File: src/rtl/wb_traffic_gen.sv
// wb_traffic_gen: writes N_WORDS seeded words through a wb_master request port, reads them back and checks them.
// Ports:
//   clk_i, rstn_i                   clock, asynchronous active-low reset
//   start_i                         start pulse, accepted in IDLE or DONE
//   busy_o, done_o, pass_o          run status
//   err_cnt_o, timeout_o            saturating mismatch count, response timeout flag
//   req_data_o .. req_valid_o       request to master (data/addr/n_access/we/valid)
//   rsp_valid_i, rsp_data_i         response from master
//   err_addr_o, err_exp_o, err_got_o first-mismatch log, present only with WB_TRAFFIC_GEN_ERRLOG_EN
module wb_traffic_gen #(
    parameter logic [31:0] BASE_ADDR = 32'h0,
    parameter int          N_WORDS   = 4,
    parameter logic [31:0] SEED      = 32'hACE1ACE1,
    parameter int          TIMEOUT   = 255
) (
    input  logic        clk_i,
    input  logic        rstn_i,
    input  logic        start_i,
    output logic        busy_o,
    output logic        done_o,
    output logic        pass_o,
    output logic [7:0]  err_cnt_o,
    output logic        timeout_o,
    output logic [31:0] req_data_o,
    output logic [31:0] req_addr_o,
    output logic [2:0]  req_naccess_o,
    output logic [3:0]  req_we_o,
    output logic        req_valid_o,
    input  logic        rsp_valid_i,
    input  logic [31:0] rsp_data_i
`ifdef WB_TRAFFIC_GEN_ERRLOG_EN
    ,
    output logic [31:0] err_addr_o,
    output logic [31:0] err_exp_o,
    output logic [31:0] err_got_o
`endif
);
    typedef enum logic [2:0] {S_IDLE, S_WRITE, S_WGAP, S_READ, S_RGAP, S_DONE} state_t;
    state_t      r_state, w_state_nxt;
    logic [7:0]  r_idx, w_idx_nxt, r_err, w_err_nxt;
    logic [15:0] r_timer, w_timer_nxt;
    logic        r_tmo, w_tmo_nxt;
    logic        w_start, w_last, w_expire, w_mis, w_valid, w_wr;
    function automatic logic [31:0] pattern(input logic [7:0] i);
        return SEED + 32'(i) * 32'h9E3779B9;
    endfunction
    assign w_start  = start_i && (r_state == S_IDLE || r_state == S_DONE);
    assign w_last   = r_idx == 8'(N_WORDS - 1);
    // expires on the TIMEOUT-th consecutive waiting cycle; a response in that cycle still wins
    assign w_expire = !rsp_valid_i && r_timer == 16'(TIMEOUT - 1);
    assign w_mis    = r_state == S_READ && rsp_valid_i && rsp_data_i != pattern(r_idx);
    assign err_cnt_o = r_err;
    assign timeout_o = r_tmo;
    always_ff @(posedge clk_i or negedge rstn_i) begin
        if (!rstn_i) begin
            r_state       <= S_IDLE;
            r_idx         <= '0;
            r_timer       <= '0;
            r_err         <= '0;
            r_tmo         <= 1'b0;
            busy_o        <= 1'b0;
            done_o        <= 1'b0;
            pass_o        <= 1'b0;
            req_valid_o   <= 1'b0;
            req_addr_o    <= '0;
            req_data_o    <= '0;
            req_we_o      <= '0;
            req_naccess_o <= '0;
        end else begin
            r_state       <= w_state_nxt;
            r_idx         <= w_idx_nxt;
            r_timer       <= w_timer_nxt;
            r_err         <= w_err_nxt;
            r_tmo         <= w_tmo_nxt;
            busy_o        <= w_valid;
            done_o        <= w_state_nxt == S_DONE;
            pass_o        <= w_state_nxt == S_DONE && w_err_nxt == 8'd0 && !w_tmo_nxt;
            req_valid_o   <= w_valid;
            req_addr_o    <= w_valid ? BASE_ADDR + {22'd0, w_idx_nxt, 2'b00} : 32'd0;
            req_data_o    <= w_wr ? pattern(w_idx_nxt) : 32'd0;
            req_we_o      <= w_wr ? 4'hF : 4'h0;
            req_naccess_o <= w_valid ? 3'd4 : 3'd0;
        end
    end
    always_comb begin
        w_state_nxt = r_state;
        w_idx_nxt   = r_idx;
        w_timer_nxt = r_timer;
        w_err_nxt   = r_err;
        w_tmo_nxt   = r_tmo;
        case (r_state)
            S_IDLE, S_DONE: if (w_start) begin
                w_state_nxt = S_WRITE;
                w_idx_nxt   = '0;
                w_timer_nxt = '0;
                w_err_nxt   = '0;
                w_tmo_nxt   = 1'b0;
            end
            S_WRITE, S_READ: if (rsp_valid_i) begin
                w_timer_nxt = '0;
                w_err_nxt   = (w_mis && r_err != 8'hFF) ? r_err + 8'd1 : r_err;
                w_idx_nxt   = w_last ? 8'd0 : r_idx + 8'd1;
                w_state_nxt = r_state == S_WRITE ? (w_last ? S_RGAP : S_WGAP) : (w_last ? S_DONE : S_RGAP);
            end else if (w_expire) begin
                w_state_nxt = S_DONE;
                w_tmo_nxt   = 1'b1;
            end else
                w_timer_nxt = r_timer + 16'd1;
            S_WGAP:  w_state_nxt = S_WRITE;
            S_RGAP:  w_state_nxt = S_READ;
            default: w_state_nxt = S_IDLE;
        endcase
    end
    always_comb begin
        w_valid = w_state_nxt == S_WRITE || w_state_nxt == S_READ;
        w_wr    = w_state_nxt == S_WRITE;
    end
`ifdef WB_TRAFFIC_GEN_ERRLOG_EN
    // only the first mismatch of a run is kept: r_err is still zero exactly then
    always_ff @(posedge clk_i or negedge rstn_i) begin
        if (!rstn_i) begin
            err_addr_o <= '0;
            err_exp_o  <= '0;
            err_got_o  <= '0;
        end else if (w_start) begin
            err_addr_o <= '0;
            err_exp_o  <= '0;
            err_got_o  <= '0;
        end else if (w_mis && r_err == 8'd0) begin
            err_addr_o <= BASE_ADDR + {22'd0, r_idx, 2'b00};
            err_exp_o  <= pattern(r_idx);
            err_got_o  <= rsp_data_i;
        end
    end
`endif
endmodule

File: config.mk
export PLATFORM = sky130hd
export DESIGN_NAME = wb_traffic_gen
export DESIGN_NICKNAME = d
export VERILOG_FILES = /design/src/rtl/wb_traffic_gen.sv
export SDC_FILE = /design/constraint.sdc
export NUM_CORES = 1
export LEC_CHECK = 0
export CAP_MARGIN = 0
export CORE_UTILIZATION = 45
export CTS_BUF_LIST = sky130_fd_sc_hd__clkbuf_8
export CTS_CLUSTER_DIAMETER = 80
export DETAILED_ROUTE_END_ITERATION = 12
export GPL_TIMING_DRIVEN = 0
export PLACE_DENSITY = 0.65
export SYNTH_ARGS = -nofsm -noshare
export SYNTH_HDL_FRONTEND = slang
export SYNTH_SLANG_ARGS = --single-unit
File: constraint.sdc
create_clock -name clk_i -period 8.18 [get_ports clk_i]
set_input_delay 0.818 -clock clk_i [delete_from_list [all_inputs] [get_ports clk_i]]
set_output_delay 0.818 -clock clk_i [all_outputs]
set_load 0.01 [all_outputs]
==> out/metrics.cfg <==
[drt]
maxUsedRoutingLayer = met4
met3_length_um = 1226
wl_met1_um = 14070
drt-total-wl_um = 32120
ant_nets = 0
vias = 9631
route.detailed.drc = 5
wl_met2_um = 16060
post_drt_via_cell_ratio = 5.399
wl_per_cell_um = 18.00
drt_iter0_markers = 605
dr.pass1.iters = 9

[place]
place_area_um2 = 13630
dp_hpwl_um = 26860
port_buffers = 92
dp_cells = 1764
gp_congestion = 0.9559

[critical_path]
cp.required_ns = 8.43
critPathCaptureType = flip-flop
crit_type = flip-flop to flip-flop
r2r_slack_ns = 0.47
r2r_cells = 27
timing.rr.end = req_data_o[30]$_DFF_PN0_
worst_setup_path_start_kind = flip-flop
r2r-start = r_idx[7]$_DFF_PN0_
worst_ep_arrival_time_ns = 7.96
worst-path-max-fanout = 10

[cts]
clock_latency_ns = 0.38
cts_sinks = 80
cts.reportedPaths.clkPinSlew_ns = 0.10
htree_levels = 3
root_buffer = clkbuf_8
cts_tree = built
hold_buffers = 0
max-clock-path-buffers = 2
cts_buffers = 9

[global_routing]
grt_use_total_pct = 23.89
grt_max_degree = 43
grt_antenna_before_repair = 0
grt_pass1_wl_um = 52000
grt.overflow.total = 0
grt_pass1_vias = 9742

[logic_synthesis]
synth_cells = 1310
yosysWarnings = 0
ys_top_cells_by_count = 215 x inv_1, 152 x ha_1, 143 x fa_1
syn_area_um2 = 12140
synth_top_area_cell = fa_1
ys_seq_elements = 80
syn_avg_cell_area_um2 = 9.270
synth-edff-count = 0
synth_cell_types = 90
synth_seq_area_share_pct = 16.48
synthTopCellsByArea = fa_1 24%, dfrtp_1 16%, ha_1 16%
ys.flop_type = dfrtp_1
synth_top_area_share_pct = 23.57
yosysMostFrequentCell = inv_1
async_flop_share_pct = 100.0

[die]
die_h_um = 166.3
die_width_um = 166.3
fp.coreArea_um2 = 26280
pin_count = 120
die-area_um2 = 27650
start_util_pct = 46.21
rows = 59

[timing]
finalSetupViolCount = 0
finalHoldViolCount = 0
fmax_mhz = 129.8
period_needed_ns = 7.705
maxSlewViolCount = 0
worst-slew-pin-transition_ns = 0.7667
relSlewSlack_pct = 48.42
fin_crit_sh_pct = 94.19
finalClockSkew_ns = 0.02316

[cells_and_area]
fin_util_pct = 52.94
diodes = 0
drive_gt1_share_pct = 7.660
fin_area_um2 = 13910
fin_cells = 1784
regArea_um2 = 2002
multi_input_area_um2 = 9064
nets = 1775
area_delta_synth_final_pct = 14.57
nFillCells = 2446

[status]
violations = design-rule violations
status = finished, violations left

[hold_path]
hp-class = input pin to asynchronous set/reset pin

[run]
max-cap-violations = 0

==> state kept, by name, summed over array words and instances (netlist names) <==
signal / flops
done_o: 1
err_cnt_o: 8
pass_o: 1
r_idx: 8
r_state: 3
r_timer: 16
req_addr_o: 8
req_data_o: 32
req_naccess_o: 1
req_we_o: 1
timeout_o: 1
==> cell usage in the layout, fill, tap and decap left out, types with 4 or more instances in the layout <==
cell,instances
a211oi_1,13
a21o_1,12
a21oi_1,68
a31oi_1,11
and2_1,4
and3_1,9
buf_4,41
buf_6,6
clkbuf_1,15
clkbuf_8,10
clkdlybuf4s50_1,91
conb_1,26
dfrtp_1,80
fa_1,143
ha_1,150
inv_1,214
mux2i_1,8
nand2_1,77
nand2b_1,10
nand3_1,24
nand4_1,19
nor2_1,98
nor2b_1,6
nor3_1,23
nor4_1,9
o2111ai_1,4
o211ai_1,8
o21a_1,4
o21ai_0,47
o21ai_1,6
o21bai_1,4
o22ai_1,5
or2_2,8
or3_1,4
xnor2_1,56
xor2_1,40
==> final cells by class <==
cell class                 instances  area share [%]
clock buffer                      10          0.9892
sequential                        80           14.39
buffer                            60           2.914
timing repair buffer              98           7.185
tap                              335           3.013
inverter                         216           5.836
multi-input combinational        979           65.14
clock inverter                     6          0.5306
==> critical path, cell delays in order, from the launching register on <==
cell and delay [ns]:
dfrtp_1 0.50, clkbuf_1 0.42, inv_1 0.32, ha_1 0.27, and4_1 0.24, nand2_1 0.16
nand2_1 0.16, nor3_1 0.37, nor2_4 0.17, inv_1 0.28, ha_1 0.36, fa_1 0.55
fa_1 0.58, inv_1 0.07, fa_1 0.47, ha_1 0.34, nand3_1 0.11, or2_2 0.35
or2_2 0.34, a311oi_1 0.34, nor2_1 0.16, a211oi_1 0.29, o31ai_1 0.13, nand2b_1 0.09
a21oi_1 0.09, o21ai_0 0.21, xnor2_1 0.14, nor2_1 0.05
==> stage by stage <==
stage | setup TNS (ns) | worst slack (ns) | hold slack [ns]
final | 0 | 0.4749 | 0.3963
after global routing | -0.03510 | -0.03510 | 0.4276
after CTS | 0 | 0.1008 | 0.3954
after detailed placement | -0.7534 | -0.3156 | 0.4739
after global placement | -19.70 | -1.730 | 0.4682
after floorplan | 0 | 0.4235 | 0.4467
==> metal layers <==
metal,vias to the layer above,track usage (%)
met3,44,2.645
li1,4593,-
met5,-,0
met1,4761,30.98
met2,233,41.97
met4,0,7.045
==> logic make-up (layout without fill, tap and decap cells) <==
kind of cell    after synthesis  count (layout)  share of synthesized area (%)
compound gates              238             238                          13.69
flops                        80              80                          16.48
simple gates                314             314                          12.68
other cells                   1              26                        0.03088
fa+ha+maj                   295             295                          39.23
mux                           9               9                         0.7521
buf+inv                     276             390                          10.01
xor+xnor                     97              97                          7.109
==> repair_timing <==
action                                  4_1_cts  5_1_grt
pin swaps                                     0        1
setup buffers                                 0        4
endpoints found under the setup margin        2        5
gates resized for setup                       2        7
gates cloned                                  0        0
==> worst max-delay path by stage <==
| stage | from | end | slack [ns] | cells past startpoint |
|---|---|---|---|---|
| after floorplan | r_idx[6]$_DFF_PN0_ | req_data_o[30]$_DFF_PN0_ | 0.42 | 26 |
| final | r_idx[7]$_DFF_PN0_ | req_data_o[30]$_DFF_PN0_ | 0.47 | 27 |
| after global placement | r_idx[6]$_DFF_PN0_ | req_data_o[30]$_DFF_PN0_ | -1.73 | 26 |
| after CTS | r_idx[7]$_DFF_PN0_ | req_data_o[31]$_DFF_PN0_ | 0.10 | 26 |
| after detailed placement | start_i | req_data_o[30]$_DFF_PN0_ | -0.32 | 27 |
| after global routing | r_idx[7]$_DFF_PN0_ | req_data_o[30]$_DFF_PN0_ | -0.04 | 27 |
Power is not shown: default switching activity piles up to over one toggle a cycle in this logic, so the estimate is an artifact.
